--- config.mk ---
export PLATFORM = sky130hd
export DESIGN_NAME = regfile_write_arbiter_flat
export DESIGN_NICKNAME = d
export VERILOG_FILES = /design/src/rtl/regfile_pkg.sv /design/src/rtl/regfile_write_arbiter_if.sv /design/src/rtl/regfile_write_arbiter_rr.sv /design/src/rtl/regfile_write_arbiter.sv /design/src/flat_wrapper.sv
export SDC_FILE = /design/constraint.sdc
export NUM_CORES = 1
export LEC_CHECK = 0
export BUFFER_PORTS_ARGS = -buffer_cell sky130_fd_sc_hd__buf_4
export CAP_MARGIN = 20
export CORE_MARGIN = 8
export CORE_UTILIZATION = 34
export CTS_CLUSTER_DIAMETER = 120
export CTS_CLUSTER_SIZE = 30
export DETAILED_ROUTE_END_ITERATION = 6
export GPL_ROUTABILITY_DRIVEN = 1
export PLACE_DENSITY = 0.7
export SETUP_SLACK_MARGIN = 0.3
export SYNTH_ARGS = -nofsm -noshare
export SYNTH_HDL_FRONTEND = slang
export SYNTH_SLANG_ARGS = --single-unit
export TNS_END_PERCENT = 1
--- constraint.sdc ---
create_clock -name clk -period 2.02 [get_ports clk]
set_input_delay 0.404 -clock clk [delete_from_list [all_inputs] [get_ports clk]]
set_output_delay 0.404 -clock clk [all_outputs]
set_load 0.02 [all_outputs]
--- src/rtl/regfile_pkg.sv ---
// Shared constants and types for the register-file write arbiter.
package regfile_pkg;

    localparam int DEF_DATA_WIDTH = 32;
    localparam int DEF_ADDR_WIDTH = 5;
    localparam int NUM_REGS       = 2 ** DEF_ADDR_WIDTH;

    localparam int REQ_ALU = 0;
    localparam int REQ_MEM = 1;

    typedef enum logic {
        PTR_ALU = 1'b0,
        PTR_MEM = 1'b1
    } rr_ptr_t;

endpackage

--- src/rtl/regfile_write_arbiter_if.sv ---
// Writeback request, issue and register-file write bundle for the write arbiter.
interface regfile_write_arbiter_if
    import regfile_pkg::*;
#(
    parameter int DATA_WIDTH = DEF_DATA_WIDTH,
    parameter int ADDR_WIDTH = DEF_ADDR_WIDTH
);
    localparam int NREGS = 2 ** ADDR_WIDTH;

    logic                  alu_valid;
    logic [ADDR_WIDTH-1:0] alu_rd;
    logic [DATA_WIDTH-1:0] alu_data;
    logic                  alu_ready;

    logic                  mem_valid;
    logic [ADDR_WIDTH-1:0] mem_rd;
    logic [DATA_WIDTH-1:0] mem_data;
    logic                  mem_ready;

    logic                  issue_valid;
    logic [ADDR_WIDTH-1:0] issue_rd;

    logic                  reg_write;
    logic [ADDR_WIDTH-1:0] write_reg;
    logic [DATA_WIDTH-1:0] write_data;
    logic [NREGS-1:0]      pending;

    modport master (
        output alu_valid, alu_rd, alu_data,
        input  alu_ready,
        output mem_valid, mem_rd, mem_data,
        input  mem_ready,
        output issue_valid, issue_rd,
        input  reg_write, write_reg, write_data, pending
    );

    modport slave (
        input  alu_valid, alu_rd, alu_data,
        output alu_ready,
        input  mem_valid, mem_rd, mem_data,
        output mem_ready,
        input  issue_valid, issue_rd,
        output reg_write, write_reg, write_data, pending
    );

endinterface

--- src/rtl/regfile_write_arbiter_rr.sv ---
// Two-input arbiter: round-robin by default, MEM-over-ALU fixed priority
// when REGFILE_WRITE_ARB_FIXED_PRIO_EN is defined.
module rr_arbiter2
    import regfile_pkg::*;
(
    input  logic       clk,
    input  logic       reset,
    input  logic [1:0] req,
    input  logic       advance,
    output logic [1:0] gnt
);

`ifdef REGFILE_WRITE_ARB_FIXED_PRIO_EN
    logic unused_ok;
    assign unused_ok = clk ^ reset ^ advance;

    always_comb begin
        gnt = '0;
        if (req[REQ_MEM]) begin
            gnt[REQ_MEM] = 1'b1;
        end else if (req[REQ_ALU]) begin
            gnt[REQ_ALU] = 1'b1;
        end
    end
`else
    rr_ptr_t ptr_q, ptr_d;

    always_ff @(posedge clk or posedge reset) begin
        if (reset) begin
            ptr_q <= PTR_ALU;
        end else begin
            ptr_q <= ptr_d;
        end
    end

    always_comb begin
        gnt   = '0;
        ptr_d = ptr_q;
        if (req[REQ_ALU] && (!req[REQ_MEM] || ptr_q == PTR_ALU)) begin
            gnt[REQ_ALU] = 1'b1;
        end else if (req[REQ_MEM]) begin
            gnt[REQ_MEM] = 1'b1;
        end
        // After a transfer the requester that just lost priority is favoured.
        if (advance && (|gnt)) begin
            ptr_d = gnt[REQ_ALU] ? PTR_MEM : PTR_ALU;
        end
    end
`endif

endmodule

--- src/rtl/regfile_write_arbiter.sv ---
// Shares the register-file write port between ALU and MEM writebacks and
// tracks outstanding producers. Option: REGFILE_WRITE_ARB_FIXED_PRIO_EN.
module regfile_write_arbiter
    import regfile_pkg::*;
#(
    parameter int DATA_WIDTH = DEF_DATA_WIDTH,
    parameter int ADDR_WIDTH = DEF_ADDR_WIDTH
)(
    input  logic                      clk,
    input  logic                      reset,
    regfile_write_arbiter_if.slave    bus
);
    localparam int NREGS = 2 ** ADDR_WIDTH;

    logic [1:0]            req;
    logic [1:0]            gnt;
    logic                  accept;
    logic [ADDR_WIDTH-1:0] sel_rd;
    logic [DATA_WIDTH-1:0] sel_data;

    logic                  reg_write_q, reg_write_d;
    logic [ADDR_WIDTH-1:0] write_reg_q, write_reg_d;
    logic [DATA_WIDTH-1:0] write_data_q, write_data_d;
    logic [NREGS-1:0]      pending_q, pending_d;

    assign req[REQ_ALU] = bus.alu_valid;
    assign req[REQ_MEM] = bus.mem_valid;

    rr_arbiter2 u_arb (
        .clk     (clk),
        .reset   (reset),
        .req     (req),
        .advance (accept),
        .gnt     (gnt)
    );

    assign bus.alu_ready = gnt[REQ_ALU];
    assign bus.mem_ready = gnt[REQ_MEM];
    assign accept        = |gnt;
    assign sel_rd        = gnt[REQ_MEM] ? bus.mem_rd   : bus.alu_rd;
    assign sel_data      = gnt[REQ_MEM] ? bus.mem_data : bus.alu_data;

    always_comb begin
        reg_write_d  = 1'b0;
        write_reg_d  = write_reg_q;
        write_data_d = write_data_q;
        pending_d    = pending_q;
        if (accept) begin
            // x0 requests are consumed but never reach the register file.
            reg_write_d  = (sel_rd != '0);
            write_reg_d  = sel_rd;
            write_data_d = sel_data;
            pending_d[sel_rd] = 1'b0;
        end
        // A same-cycle issue marks a newer producer, so the set wins.
        if (bus.issue_valid && bus.issue_rd != '0) begin
            pending_d[bus.issue_rd] = 1'b1;
        end
        pending_d[0] = 1'b0;
    end

    always_ff @(posedge clk or posedge reset) begin
        if (reset) begin
            reg_write_q  <= 1'b0;
            write_reg_q  <= '0;
            write_data_q <= '0;
            pending_q    <= '0;
        end else begin
            reg_write_q  <= reg_write_d;
            write_reg_q  <= write_reg_d;
            write_data_q <= write_data_d;
            pending_q    <= pending_d;
        end
    end

    assign bus.reg_write  = reg_write_q;
    assign bus.write_reg  = write_reg_q;
    assign bus.write_data = write_data_q;
    assign bus.pending    = pending_q;

endmodule

--- src/flat_wrapper.sv ---
// flat-port wrapper written by rule: the top's interface ports become plain ports
module regfile_write_arbiter_flat import regfile_pkg::*;
#(
    parameter int DATA_WIDTH = DEF_DATA_WIDTH,
    parameter int ADDR_WIDTH = DEF_ADDR_WIDTH
)
  (clk, reset, bus_alu_valid, bus_alu_rd, bus_alu_data, bus_alu_ready, bus_mem_valid, bus_mem_rd, bus_mem_data, bus_mem_ready, bus_issue_valid, bus_issue_rd, bus_reg_write, bus_write_reg, bus_write_data, bus_pending);
  regfile_write_arbiter_if #(.DATA_WIDTH(DATA_WIDTH), .ADDR_WIDTH(ADDR_WIDTH)) bus_i ();
  input  logic clk;
  input  logic reset;
  input wire logic [$bits(bus_i.alu_valid)-1:0] bus_alu_valid;
  input wire logic [$bits(bus_i.alu_rd)-1:0] bus_alu_rd;
  input wire logic [$bits(bus_i.alu_data)-1:0] bus_alu_data;
  output wire logic [$bits(bus_i.alu_ready)-1:0] bus_alu_ready;
  input wire logic [$bits(bus_i.mem_valid)-1:0] bus_mem_valid;
  input wire logic [$bits(bus_i.mem_rd)-1:0] bus_mem_rd;
  input wire logic [$bits(bus_i.mem_data)-1:0] bus_mem_data;
  output wire logic [$bits(bus_i.mem_ready)-1:0] bus_mem_ready;
  input wire logic [$bits(bus_i.issue_valid)-1:0] bus_issue_valid;
  input wire logic [$bits(bus_i.issue_rd)-1:0] bus_issue_rd;
  output wire logic [$bits(bus_i.reg_write)-1:0] bus_reg_write;
  output wire logic [$bits(bus_i.write_reg)-1:0] bus_write_reg;
  output wire logic [$bits(bus_i.write_data)-1:0] bus_write_data;
  output wire logic [$bits(bus_i.pending)-1:0] bus_pending;
  assign bus_i.alu_valid = bus_alu_valid;
  assign bus_i.alu_rd = bus_alu_rd;
  assign bus_i.alu_data = bus_alu_data;
  assign bus_alu_ready = bus_i.alu_ready;
  assign bus_i.mem_valid = bus_mem_valid;
  assign bus_i.mem_rd = bus_mem_rd;
  assign bus_i.mem_data = bus_mem_data;
  assign bus_mem_ready = bus_i.mem_ready;
  assign bus_i.issue_valid = bus_issue_valid;
  assign bus_i.issue_rd = bus_issue_rd;
  assign bus_reg_write = bus_i.reg_write;
  assign bus_write_reg = bus_i.write_reg;
  assign bus_write_data = bus_i.write_data;
  assign bus_pending = bus_i.pending;
  regfile_write_arbiter #(.DATA_WIDTH(DATA_WIDTH), .ADDR_WIDTH(ADDR_WIDTH)) u_core (.clk(clk), .reset(reset), .bus(bus_i));
endmodule
-- Yosys cells after proc, flatten, opt, wreduce, memory -nomap -nowiden
Index checks and enable logic that the tools add are counted.
- mux-type cells: 13
- reduce and logical (&&, ||, !) cells: 9
- bitwise logic cells: 4
- magnitude comparators: 4
- operator list (kind ; count):
    $mux W32 ; 3
    $and A32 B32 Y32 ; 1
    $not A32 Y32 ; 1
    $or A32 B32 Y32 ; 1
    $lt A5 B6 Y1 const B ; 2
    $demux W1 S5 ; 2
    $ge A5 B1 Y1 const B ; 2
    $reduce_bool A5 Y1 ; 2
    $mux W1 ; 7
    $mux W5 ; 1
    $logic_and A1 B1 Y1 ; 4
    $reduce_or A2 Y1 ; 1
    $logic_not A1 Y1 ; 1
    $logic_or A1 B1 Y1 ; 1
    $not A1 Y1 ; 1
- flip-flop bits (word level): 70
- input bits: 84
- word-level logic and storage cells: 35
- output and inout bits: 72

-- Logic depth before layout (Yosys ltp)
- word-level depth: 14
- depth in mapped cells: 6
- mapped depth without buffers: 4

-- Modules after synthesis
Synthesis repeated with hierarchy kept, for this count alone.
- cell total of the unflattened synthesis: 337
- area, all modules: 3616.0 µm²
- by module, submodules not included (module ; cells an instance ; sequential area each (µm²) ; instances ; area an instance (µm²)):
    regfile_write_arbiter ; 330 ; 1726.7 ; 1 ; 3557.2
    rr_arbiter2 ; 7 ; 25.0 ; 1 ; 58.8

-- Worst setup path after synthesis
OpenSTA, ideal clock, no wires.
- kind: in2out
- start point: input port bus_mem_valid
- end point: output port bus_alu_ready
- data arrival time: 1187 ps
- data required time: 1616 ps
- path buffers: 3
- cell stages on the path: 4
- slack: 429 ps
- path through: buf_4 > a21boi_2 > buf_2 > buf_2
- word-level cells in the longest chain between the ends: 4
- ends and longest elaborated chain (element ; line ; text):
    start, declared ; flat_wrapper.sv:15 ; input wire logic [$bits(bus_i.mem_valid)-1:0] bus_mem_valid;
    $logic_not A1 Y1 ; regfile_write_arbiter_rr.sv:39 ; if (req[REQ_ALU] && (!req[REQ_MEM] || ptr_q == PTR_ALU)) begin
    $logic_or A1 B1 Y1 ; regfile_write_arbiter_rr.sv:39 ;
    $logic_and A1 B1 Y1 ; regfile_write_arbiter_rr.sv:39 ;
    $mux W1 ; regfile_write_arbiter_rr.sv:39 ;
    end, declared ; flat_wrapper.sv:14 ; output wire logic [$bits(bus_i.alu_ready)-1:0] bus_alu_ready;
No other way between the ends.

-- Worst setup path after layout
- start point: register u_core.u_arb.ptr_q
- end point: output port bus_alu_ready
- word-level cells in the longest chain between the ends: 4
- ends and longest elaborated chain (element ; line ; text):
    start, declared ; regfile_write_arbiter_rr.sv:26 ; rr_ptr_t ptr_q, ptr_d;
    start signal, assigned ; regfile_write_arbiter_rr.sv:32 ; ptr_q <= ptr_d;
    $not A1 Y1 ; regfile_write_arbiter_rr.sv:39 ;
    $logic_or A1 B1 Y1 ; regfile_write_arbiter_rr.sv:39 ;
    $logic_and A1 B1 Y1 ; regfile_write_arbiter_rr.sv:39 ;
    $mux W1 ; regfile_write_arbiter_rr.sv:39 ;
No other way between the ends.

==> metrics.txt <==
initial cell density of the core 0.348; Hold WC Path Type primary input to async pin; EDFF count, synth 0; Pwr Density around 760 nW/um2; Max-Cap Viols 0; Mapped Cells around 370; first-pass GRT wire length 19400 um; Vias/cell 5.27; setup TNS 0 ps; # setup viols final 0; Slew headroom 0.621; vias in the first global route 3758; largest area contributor in the netlist dfrtp_1; Post-synth ARST share 1.00; post-route antenna net violation count 0; PortBufs 154; vias roughly 3500; Cell Area, Synth about 3600 um2; Int Power between 0.002 and 0.003 W; CTS tree built; total CTS buffers 9; Max Freq between 0.5 and 0.6 GHz; H-Tree Depth 3; flops & latches, synth 70; Clock Tree Buf Depth 2; Synth Area per Inst 9.76 um2; DRC violation count after routing 0; Nets between 600 and 700; Lkg Pwr around 2.6 nW; Die Span Y roughly 120 um; largest net degree at the start of global routing 71; synthesis-to-finish area growth 46.9%; Yosys cell types between 40 and 50; Iteration-0 DRC Markers around 180; Rows 37; type of origin of the critical path flop; reg2reg setup slack approximately 290 ps; routability cong. ~0.86; Die ar. approximately 14000 um2; Routed WL 12500 um; Top delay family on crit path flip-flops; Worst path slowest cell dfrtp_2; clock network fraction of total power 0.264; Setup CP Type flop to output port; crit-path max FO 17; post-synth top area share 0.492; max reg flops 32; Core Box Area between 10000 and 15000 um2; top post-synthesis cells by area dfrtp_1 (49%), mux2i_1 (10%), o21ai_0 (5.5%), o221ai_1 (4.7%), nand2_1 (4.4%); Routed wire per std cell 18.8 um; Seq pwr share 0.427; WP data required around 1600 ps; Final Hold Vio Count 0; # diodes 0; GRT overflow 0; layout cells sized above 1 0.388; Worst R2R Start u_core.u_arb.ptr_q; Tmin final roughly 1800 ps; CP Cell Sequence a21boi_4, buf_12, buf_4; worst r2r dst u_core.bus.pending[21]; CP peak stage delay ~450 ps; clk_skew approximately 9.1 ps; fin. max-slew vios 0; clock root buffer clkbuf_8; fill count slightly above 900; logic gate share of total power 0.309; RSZ-0062 raised after global routing true; 1st-pass router iterations 4; sw power roughly 0.0014 W; I/O Pins between 150 and 200; Chip Width approximately 120 um; pin slew with the least headroom to its limit around 570 ps; part of the Yosys area used for sequential elements 0.492; Clk pin slew, worst setup/hold paths around 80 ps; Worst VDD drop about 0.3 mV; GRT Total Usage 0.171; period utilization 0.882; Clk Latency, worst-skew pair 350 ps; Worst Path Arrival roughly 1400 ps; status finished clean; clk sinks 70; Util after Layout 0.511; CP endpoint kind output port; initial antenna violation count 0; CP Buf/Inv Count 2; R2R depth 5; Syn Nets 449; DP HPWL just under 9000 um; yosys warns 0; Top FF cell, synth dfrtp_1; Sw Ratio 0.344
## cells in the final DEF (no fill, tap or decap), types with 3 or more instances in the layout
| master | n |
|---|---|
| clkbuf_8 | 10 |
| buf_4 | 166 |
| nand4b_1 | 3 |
| nand2_1 | 42 |
| nand3b_1 | 5 |
| nor4_1 | 3 |
| dfrtp_1 | 69 |
| o22ai_1 | 7 |
| nor2_1 | 7 |
| o21ai_0 | 39 |
| clkinvlp_4 | 6 |
| o2111ai_1 | 3 |
| a22oi_1 | 6 |
| buf_12 | 3 |
| nand3_1 | 23 |
| a31oi_1 | 4 |
| o221ai_1 | 19 |
| nand4_1 | 3 |
| inv_1 | 32 |
| o2bb2ai_1 | 3 |
| mux2i_1 | 36 |
## worst max-delay path by stage
stage	startpoint	end	slack, ps	cells past startpoint
final	u_core.u_arb.ptr_q	bus_alu_ready	240	3
after global routing	u_core.u_arb.ptr_q	bus_alu_ready	200	3
after CTS	u_core.u_arb.ptr_q	bus_mem_ready	200	5
after detailed placement	bus_alu_valid	u_core.bus.pending[27]	140	5
after global placement	bus_alu_valid	u_core.bus.pending[2]	240	6
after floorplan	bus_mem_valid	bus_alu_ready	430	4
## logic make-up (layout without fill, tap and decap cells)
group	after synthesis	after routing	synth area share
compound gates	98	98	0.191
flops	70	70	0.492
simple gates	102	102	0.147
other cells	1	1	0.00105
mux	36	36	0.101
buf+inv	58	222	0.0681
## metrics by stage
stage / cell area (um2) / instances / hold WS [ps] / setup slack, ps / power, W
after global placement: 4870 / 639 / 474 / 237 / 0.00287
after detailed placement: 4870 / 639 / 477 / 136 / 0.00290
after CTS: 5150 / 660 / 153 / 196 / 0.00401
after global routing: 5230 / 665 / 169 / 201 / 0.00420
after floorplan: 3570 / 365 / 521 / 429 / 0.00231
final: 5230 / 665 / 134 / 238 / 0.00400
## layer usage
| layer | GRT usage | up-vias | wire length (um) | share of wire |
|---|---|---|---|---|
| met2 | 0.283 | 184 | 5840 | 0.47 |
| met3 | 0.0643 | 21 | 1110 | 0.089 |
| met4 | 0.0592 | 0 | 261 | 0.021 |
| met1 | 0.199 | 1665 | 5290 | 0.42 |
| li1 | - | 1637 | - | - |
| met5 | 0 | - | 0 | 0 |
## worst reg2reg max path, cell delays in order, from the launching register on
cell	delay [ps]
dfrtp_2	450
nand2b_4	180
buf_4	150
and3_1	220
nor3_4	410
o221ai_1	180
## what timing repair did
action | in CTS | in global routing
setup buffers | 4 | 4
gates resized for setup | 8 | 5
gates cloned | 1 | 1
pin swaps | 1 | 1
endpoints found under the setup margin | 20 | 19
hold buffers | 0 | 0
## final cells by class
class / count / area [um2] / area share
clock buffer: 10 / 138 / 0.0263
sequential: 70 / 1750 / 0.335
inverter: 34 / 131 / 0.0251
tap: 136 / 170 / 0.0325
multi-input combinational: 237 / 1620 / 0.309
clock inverter: 6 / 46.3 / 0.00885
timing repair buffer: 172 / 1380 / 0.263
## power by group through the flow
stage | clock [W] | combinational (W) | sequential, W
CTS | 0.00109 | 0.00121 | 0.00171
detailed placement | 0 | 0.00117 | 0.00172
global route | 0.00114 | 0.00133 | 0.00173
global placement | 0 | 0.00115 | 0.00172
finish | 0.00106 | 0.00124 | 0.00171
floorplan | 0 | 0.000382 | 0.00193
## cell usage after synthesis (all sizes together) (3+ instances only)
library cell  number
nand4b             4
nor2               7
nand3             23
nor2b              3
o2bb2ai            3
o2111ai            4
nand4              3
a31oi              4
and3               3
dfrtp             70
a22oi              6
clkbuf            12
nand3b             5
o22ai              7
o221ai            19
inv               34
buf               12
nor4               3
nand2             43
nor3               3
o21ai             40
mux2i             36
(Power assumes the default switching activity.)
